--- config.mk ---
export PLATFORM = sky130hd
export DESIGN_NAME = ofdm_rx_byte_packer
export DESIGN_NICKNAME = d
export VERILOG_FILES = /design/src/rtl/ofdm_rx_byte_packer.sv
export SDC_FILE = /design/constraint.sdc
export NUM_CORES = 1
export LEC_CHECK = 0
export BUFFER_PORTS_ARGS = -buffer_cell sky130_fd_sc_hd__buf_4
export CAP_MARGIN = 25
export CORE_AREA = 2 2 188 171
export CTS_CLUSTER_SIZE = 8
export DETAILED_ROUTE_END_ITERATION = 8
export DIE_AREA = 0 0 190 173
export SLEW_MARGIN = 25
export SYNTH_ARGS = -nofsm -noshare
export SYNTH_HDL_FRONTEND = slang
export SYNTH_SLANG_ARGS = --single-unit
export TNS_END_PERCENT = 30
--- constraint.sdc ---
create_clock -name sys_clk -period 8.4 [get_ports sys_clk]
set_input_delay 2.52 -clock sys_clk [delete_from_list [all_inputs] [get_ports sys_clk]]
set_output_delay 2.52 -clock sys_clk [all_outputs]
set_load 0.01 [all_outputs]
--- src/rtl/ofdm_rx_byte_packer.sv ---
// QPSK pair -> byte packer with symbol framing, feeding a show-ahead byte FIFO; 1-cycle push-to-output latency.
// Sink backpressure only fills the FIFO: a full FIFO with no pop drops the byte and sets sticky overflow. Optional counters: OFDM_RX_PACKER_STATS_EN.
module ofdm_rx_byte_packer #(
  parameter int FIFO_DEPTH = 16,
  parameter int CNT_WIDTH  = 16
) (
  input  logic                        sys_clk,
  input  logic                        sys_rst,
  input  logic                        sys_init,
  input  logic [1:0]                  rx_rcv_data,
  input  logic                        rx_rcv_data_valid,
  input  logic                        rx_symbol_start,
  output logic [7:0]                  byte_data,
  output logic                        byte_sof,
  output logic                        byte_pad,
  output logic                        byte_valid,
  input  logic                        byte_ready,
  output logic [$clog2(FIFO_DEPTH):0] fifo_level,
  output logic                        overflow
`ifdef OFDM_RX_PACKER_STATS_EN
  ,
  output logic [CNT_WIDTH-1:0]        byte_cnt,
  output logic [CNT_WIDTH-1:0]        drop_cnt
`endif
);

  localparam int AW = $clog2(FIFO_DEPTH);
  localparam logic [AW:0] FULL_LVL = (AW+1)'(FIFO_DEPTH);

  logic       clr;
  logic [1:0] pair_cnt, pair_cnt_nxt;
  logic [7:0] shreg, shreg_nxt;
  logic       sof_pending, sof_pending_nxt;
  logic       push;
  logic [9:0] push_ent;

  assign clr = sys_rst | sys_init;

  // Unfilled low positions of shreg are always zero, so a partial flush is already zero-padded.
  always_comb begin
    pair_cnt_nxt    = pair_cnt;
    shreg_nxt       = shreg;
    sof_pending_nxt = sof_pending;
    push            = 1'b0;
    push_ent        = '0;
    if (rx_rcv_data_valid) begin
      if (rx_symbol_start && pair_cnt != 2'd0) begin
        push            = 1'b1;
        push_ent        = {shreg, sof_pending, 1'b1};
        shreg_nxt       = {rx_rcv_data, 6'b0};
        pair_cnt_nxt    = 2'd1;
        sof_pending_nxt = 1'b1;
      end else if (pair_cnt == 2'd3) begin
        push            = 1'b1;
        push_ent        = {shreg[7:2], rx_rcv_data, sof_pending, 1'b0};
        shreg_nxt       = '0;
        pair_cnt_nxt    = 2'd0;
        sof_pending_nxt = 1'b0;
      end else begin
        case (pair_cnt)
          2'd0:    shreg_nxt[7:6] = rx_rcv_data;
          2'd1:    shreg_nxt[5:4] = rx_rcv_data;
          default: shreg_nxt[3:2] = rx_rcv_data;
        endcase
        pair_cnt_nxt = pair_cnt + 2'd1;
        if (rx_symbol_start) sof_pending_nxt = 1'b1;
      end
    end
  end

  always_ff @(posedge sys_clk) begin
    if (clr) begin
      pair_cnt    <= '0;
      shreg       <= '0;
      sof_pending <= 1'b0;
    end else begin
      pair_cnt    <= pair_cnt_nxt;
      shreg       <= shreg_nxt;
      sof_pending <= sof_pending_nxt;
    end
  end

  logic [9:0]    mem [FIFO_DEPTH];
  logic [AW-1:0] wr_ptr, rd_ptr;
  logic [AW:0]   level;
  logic          pop, full, wr_en, drop;
  logic [9:0]    head;

  assign pop   = (level != '0) && byte_ready;
  assign full  = (level == FULL_LVL);
  assign wr_en = push && !clr && (!full || pop);
  assign drop  = push && !clr && full && !pop;

  always_ff @(posedge sys_clk) begin
    if (wr_en) mem[wr_ptr] <= push_ent;
  end

  always_ff @(posedge sys_clk) begin
    if (clr) begin
      wr_ptr   <= '0;
      rd_ptr   <= '0;
      level    <= '0;
      overflow <= 1'b0;
    end else begin
      if (wr_en) wr_ptr <= wr_ptr + AW'(1);
      if (pop)   rd_ptr <= rd_ptr + AW'(1);
      if (wr_en && !pop)      level <= level + (AW+1)'(1);
      else if (!wr_en && pop) level <= level - (AW+1)'(1);
      if (drop) overflow <= 1'b1;
    end
  end

  assign head       = mem[rd_ptr];
  assign byte_valid = (level != '0);
  assign byte_data  = byte_valid ? head[9:2] : 8'd0;
  assign byte_sof   = byte_valid & head[1];
  assign byte_pad   = byte_valid & head[0];
  assign fifo_level = level;

`ifdef OFDM_RX_PACKER_STATS_EN
  always_ff @(posedge sys_clk) begin
    if (clr) begin
      byte_cnt <= '0;
      drop_cnt <= '0;
    end else begin
      if (wr_en && byte_cnt != '1) byte_cnt <= byte_cnt + CNT_WIDTH'(1);
      if (drop && drop_cnt != '1)  drop_cnt <= drop_cnt + CNT_WIDTH'(1);
    end
  end
`endif

endmodule

# Word level (Yosys, flattened, before mapping)
# Memory sizes are Yosys's and may differ from the RTL's. A register that Yosys moved wholly into a read port is not among the register bits.
# Index checks and enable logic that the tools add are counted.
# Widths: inputs -> output; s select.
# op_classes
addsub	5
eq_ne	4
mux	24
bitwise	3
n_reduce_logical	27
# op_table
cell	n
$mux 10	3
$mux 8	2
$mux 2	6
$mux 5	2
$reduce_and 2->1	5
$reduce_bool 3->1	3
$add 4x1->4 const B	2
$logic_and 1x1->1	8
$mux 1	8
$mux 4	2
$mux 6	1
$reduce_bool 2->1	3
$add 5x1->5 const B	1
$eq 5x5->1 const B	1
$reduce_bool 5->1	1
$sub 5x1->5 const B	1
$logic_not 1->1	4
$ne 3x1->1 const B	1
$add 2x1->2 const B	1
$and 1x1->1	2
$eq 2x1->1 const B	1
$eq 2x2->1 const B	1
$logic_not 2->1	1
$reduce_or 2->1	1
2 further kinds	2
# totals
reg_bits	25
ramBits	160
output_inout_bits	17
memories	1
# mem_list
memory	words	word_bits	read_ports	rd_clocked_by_memory_dff	write_ports	line	source
mem	16	10	1	1	1	83	logic [9:0] mem [FIFO_DEPTH];

# Longest topological paths before layout
# depth
ltp_word	10
ltp_mapped	12
depth_no_buf	12

# Least setup slack after synthesis
# Ideal clock, no wire load.
# synth_timing
kind	input to register
from	input rx_symbol_start
to	register level[3] (netlist: fifo_level[3])
setup_ns	0.122
arrival_time_ns	4.362
setup_slack_ns	3.916
cell_stages	10
path_buffers	0
path_cell_list	and2b_1 o21ai_1 nor3_1 ha_1 inv_1 ha_1 a21o_1 a21oi_1 nor4_1 a311o_1
# synth_via
elab_chain_len	8
# synth_rtl
element	line	source
from (decl)	12	input logic rx_symbol_start,
$logic_and 1x1->1 *	47	if (rx_symbol_start && pair_cnt != 2'd0) begin
$mux 1 *	47	
$mux 1 *	46	if (rx_rcv_data_valid) begin
$logic_and 1x1->1 * (2 in a row)	91	assign wr_en = push && !clr && (!full || pop);
via wr_en	86	logic pop, full, wr_en, drop;
$logic_not 1->1	108	else if (!wr_en && pop) level <= level - (AW+1)'(1);
$logic_and 1x1->1	108	
$reduce_bool 2->1 (no line)	-	
to (signal assigned)	107	if (wr_en && !pop) level <= level + (AW+1)'(1);
to (signal assigned)	108	
to (decl)	85	logic [AW:0] level;
# Mark *: on every way through the listed nets, which the timed path passes. The rest lies on a longest branch.
# A chain may end at the register's enable or synchronous reset.

==> key figures <==
Run status
  • Status: complete, no violations

Final layout
  • # fillers: 3,008
  • Share of post-route cells with drive strength above 1: 26.5%
  • Non-filler cells, final: slightly below 900
  • Final net count: 488
  • Area grow syn2layout: 16.0%
  • Diode count: 0

Yosys
  • Synth warnings: 0
  • Most frequent cell after synthesis: edfxtp_1
  • Post-synth EDFFs: between 150 and 200
  • Post-synth top area cell: edfxtp_1
  • Sequential fraction of the synthesis area: between 60% and 70%
  • Post-Synthesis Cells: 440
  • Ys flop type: edfxtp_1
  • Synth unique cells: 47
  • Share of the synthesized area in the top cell type: 62.8%
  • Synth cell count leaders: edfxtp_1, mux4_2, nor2_1
  • Avg Inst Size Synth: about 17 µm²
  • Fraction of synthesis flops using an asynchronous set or reset pin: 0%
  • Synth area leaders: edfxtp_1, mux4_2, dfxtp_1
  • Synth Register Bits: between 150 and 200
  • Syn nets: between 400 and 500
  • Post-Syn Area: ~7600 µm²

Placed design
  • Port Buffers: 24
  • Cells after DPL: 856
  • DP Wirelength: a little under 10 mm
  • Gpl congestion: roughly 0.79

STA
  • Final hold violations: 0
  • Worst rel slew slack: 35.4%
  • Unrepaired setup endpoints after global routing: false
  • Clk_skew: a little under 0.009 ns
  • Final Setup Violations: 0
  • Achievable Freq: about 190 MHz
  • Crit path time final: 5.21 ns
  • TNS Setup: 0 ns
  • Max-slew violations: 0
  • Fin crit share: roughly three fifths
  • Worst-Margin Slew: between 0.9 and 1 ns

Power and ir drop
  • Seq pwr share: 56.6%
  • Combinational share of power: roughly 2.7%
  • Cell Pwr Density: between 150 and 200 nW/µm²
  • Max VDD drop: around 0.11 mV
  • Switching Power: about 370 µW
  • Switch share: roughly a fifth
  • Clock power frac: slightly above 40%
  • LEAKAGE: 2.74 nW
  • Int Pwr: ~1.4 mW

Clock network
  • CTS Buf Count: 17
  • H-tree levels: 4
  • Clock-pin slew on the worst setup and hold paths: ~0.070 ns
  • Post-cts resize count: 0
  • CTS tree: built
  • Clk sinks: 187
  • CTS Root Cell: clkbuf_16
  • Clock buffer depth: 2
  • Postcts setup bufs: 0
  • Hold_buf cts: 0
  • Skew-Pair Late Insertion Delay: ~0.42 ns

Drt
  • Vias: 3,937
  • Final wirelength: between 15 and 20 mm
  • Via/cell ratio: around 4.4
  • Post-route DRC: 0
  • Drt pass-1 iters: 5
  • Avg WL per Cell: 17.2 µm
  • Post-route ant nets: 0
  • Starting DRT DRC Count: around 470

Floorplan
  • Die Span X: ~190 µm
  • CORE AREA: about 31,000 µm²
  • Die area: about 33,000 µm²
  • Row count: 61
  • I/O pins: 25
  • Initial core utilization: between 20% and 30%
  • Die extent in y: 173 µm

Global routing
  • First-pass GRT wire length: about 23 mm
  • Grt ovf: 0
  • Largest net degree at the start of global routing: between 40 and 50
  • Initial antenna violation count: 0
  • Vias in the first global route: approximately 4,000
  • GRT Total Usage: under 10%

Worst setup path
  • Critical Path RT: slightly below 6 ns
  • RR Endpoint: fifo_level[3]
  • Worst Setup Start Kind: flop
  • Crit path arrival time: around 2.7 ns
  • Critical path endpoint category: output port
  • Cell depth of the worst flop-to-flop path: 10
  • Reg-to-reg slack, setup: between 5 and 6 ns
  • WS Path Type: reg -> out
  • Critical path peak fanout: 40
  • Critical R2R Launch: fifo_level[1]

Run
  • Total of max-cap violations: 0

Min path
  • Hold_sp: shreg[5]
  • Worst-case hold path end point: shreg[5]
  • HP Class: reg -> reg
  • Hold path cells: 2
[cells in the final DEF (no fill, tap or decap), types with 6 or more instances in the layout]
master     count
a211oi_1      21
edfxtp_1     160
ha_1          12
nand2_1        9
nor2_1        20
nand3_1        7
mux2i_1       13
inv_1          7
dfxtp_1       25
a21oi_1       14
buf_4         32
clkbuf_16     17
and2_1         8
mux4_2        40
nor3_1         6
nor2_2        12
nor2b_1       10
[worst max-delay path by stage]
stage	cells after the start	end	slack, ns	startpoint
after floorplan	10	fifo_level[3]	3.92	rx_symbol_start
after global placement	10	fifo_level[3]	3.44	byte_ready
after detailed placement	10	fifo_level[3]	3.34	byte_ready
after CTS	6	byte_pad	3.09	flop
after global routing	6	byte_data[6]	3.00	flop
final	6	byte_data[6]	3.19	flop
[per-stage QoR]
| step | instance area [µm²] | setup WS [ns] | power, mW | utilization [%] | hold WS (ns) |
|---|---|---|---|---|---|
| after floorplan | 7650 | 3.92 | 1.05 | - | 0.427 |
| after global placement | 8310 | 3.44 | 1.06 | 27.0 | 0.440 |
| after detailed placement | 8320 | 3.34 | 1.06 | 27.1 | 0.443 |
| after CTS | 8850 | 3.09 | 1.78 | 28.8 | 0.451 |
| after global routing | 8870 | 3.00 | 1.82 | 28.8 | 0.482 |
| final | 8870 | 3.19 | 1.76 | 28.8 | 0.448 |
[critical path, stage by stage, from the launching register on]
cell and delay (ns):
dfxtp_2 0.31, buf_4 0.54, mux4_2 0.59, nor2b_1 0.15, a211oi_1 0.31, a211oi_1 0.12
buf_4 0.21
[registers in the layout, indices dropped and copies added (netlist names), named ones only]
register	cells
fifo_level	5
mem	160
overflow	1
pair_cnt	2
rd_ptr	4
shreg	6
sof_pending	1
wr_ptr	4
[logic make-up after synthesis]
| family | after synthesis | synth area share [%] |
|---|---|---|
| fa+ha+maj | 13 | 2.23 |
| compound gates | 55 | 4.96 |
| simple gates | 96 | 6.94 |
| xor+xnor | 4 | 0.458 |
| mux | 53 | 13.5 |
| buf+inv | 32 | 2.05 |
| flops | 187 | 69.9 |
[power groups by stage]
stage          combinational, mW  sequential [mW]  clock [mW]
3_3_place_gp              0.0446             1.02           0
5_1_grt                   0.0513            0.997       0.770
2_1_floorplan             0.0288             1.02           0
6_report                  0.0469            0.997       0.719
4_1_cts                   0.0462            0.997       0.735
3_5_place_dp              0.0460             1.02           0
[metal layers]
layer / part of all wire, % / vias to the layer above / GRT usage (%)
li1: - / 1810 / -
met3: 5.5 / 7 / 2.76
met2: 48 / 101 / 15.2
met1: 46 / 2019 / 12.8
met5: 0 / - / 0
met4: 0.68 / 0 / 1.94
[layout make-up]
cell class / count / area, µm² / area share, %
tap: 409 / 512 / 5.77
clock buffer: 18 / 429 / 4.84
multi-input combinational: 221 / 2210 / 24.9
sequential: 187 / 5350 / 60.3
clock inverter: 14 / 96.3 / 1.09
timing repair buffer: 33 / 248 / 2.79
inverter: 7 / 26.3 / 0.296
Power figures use the tool's default switching activity.
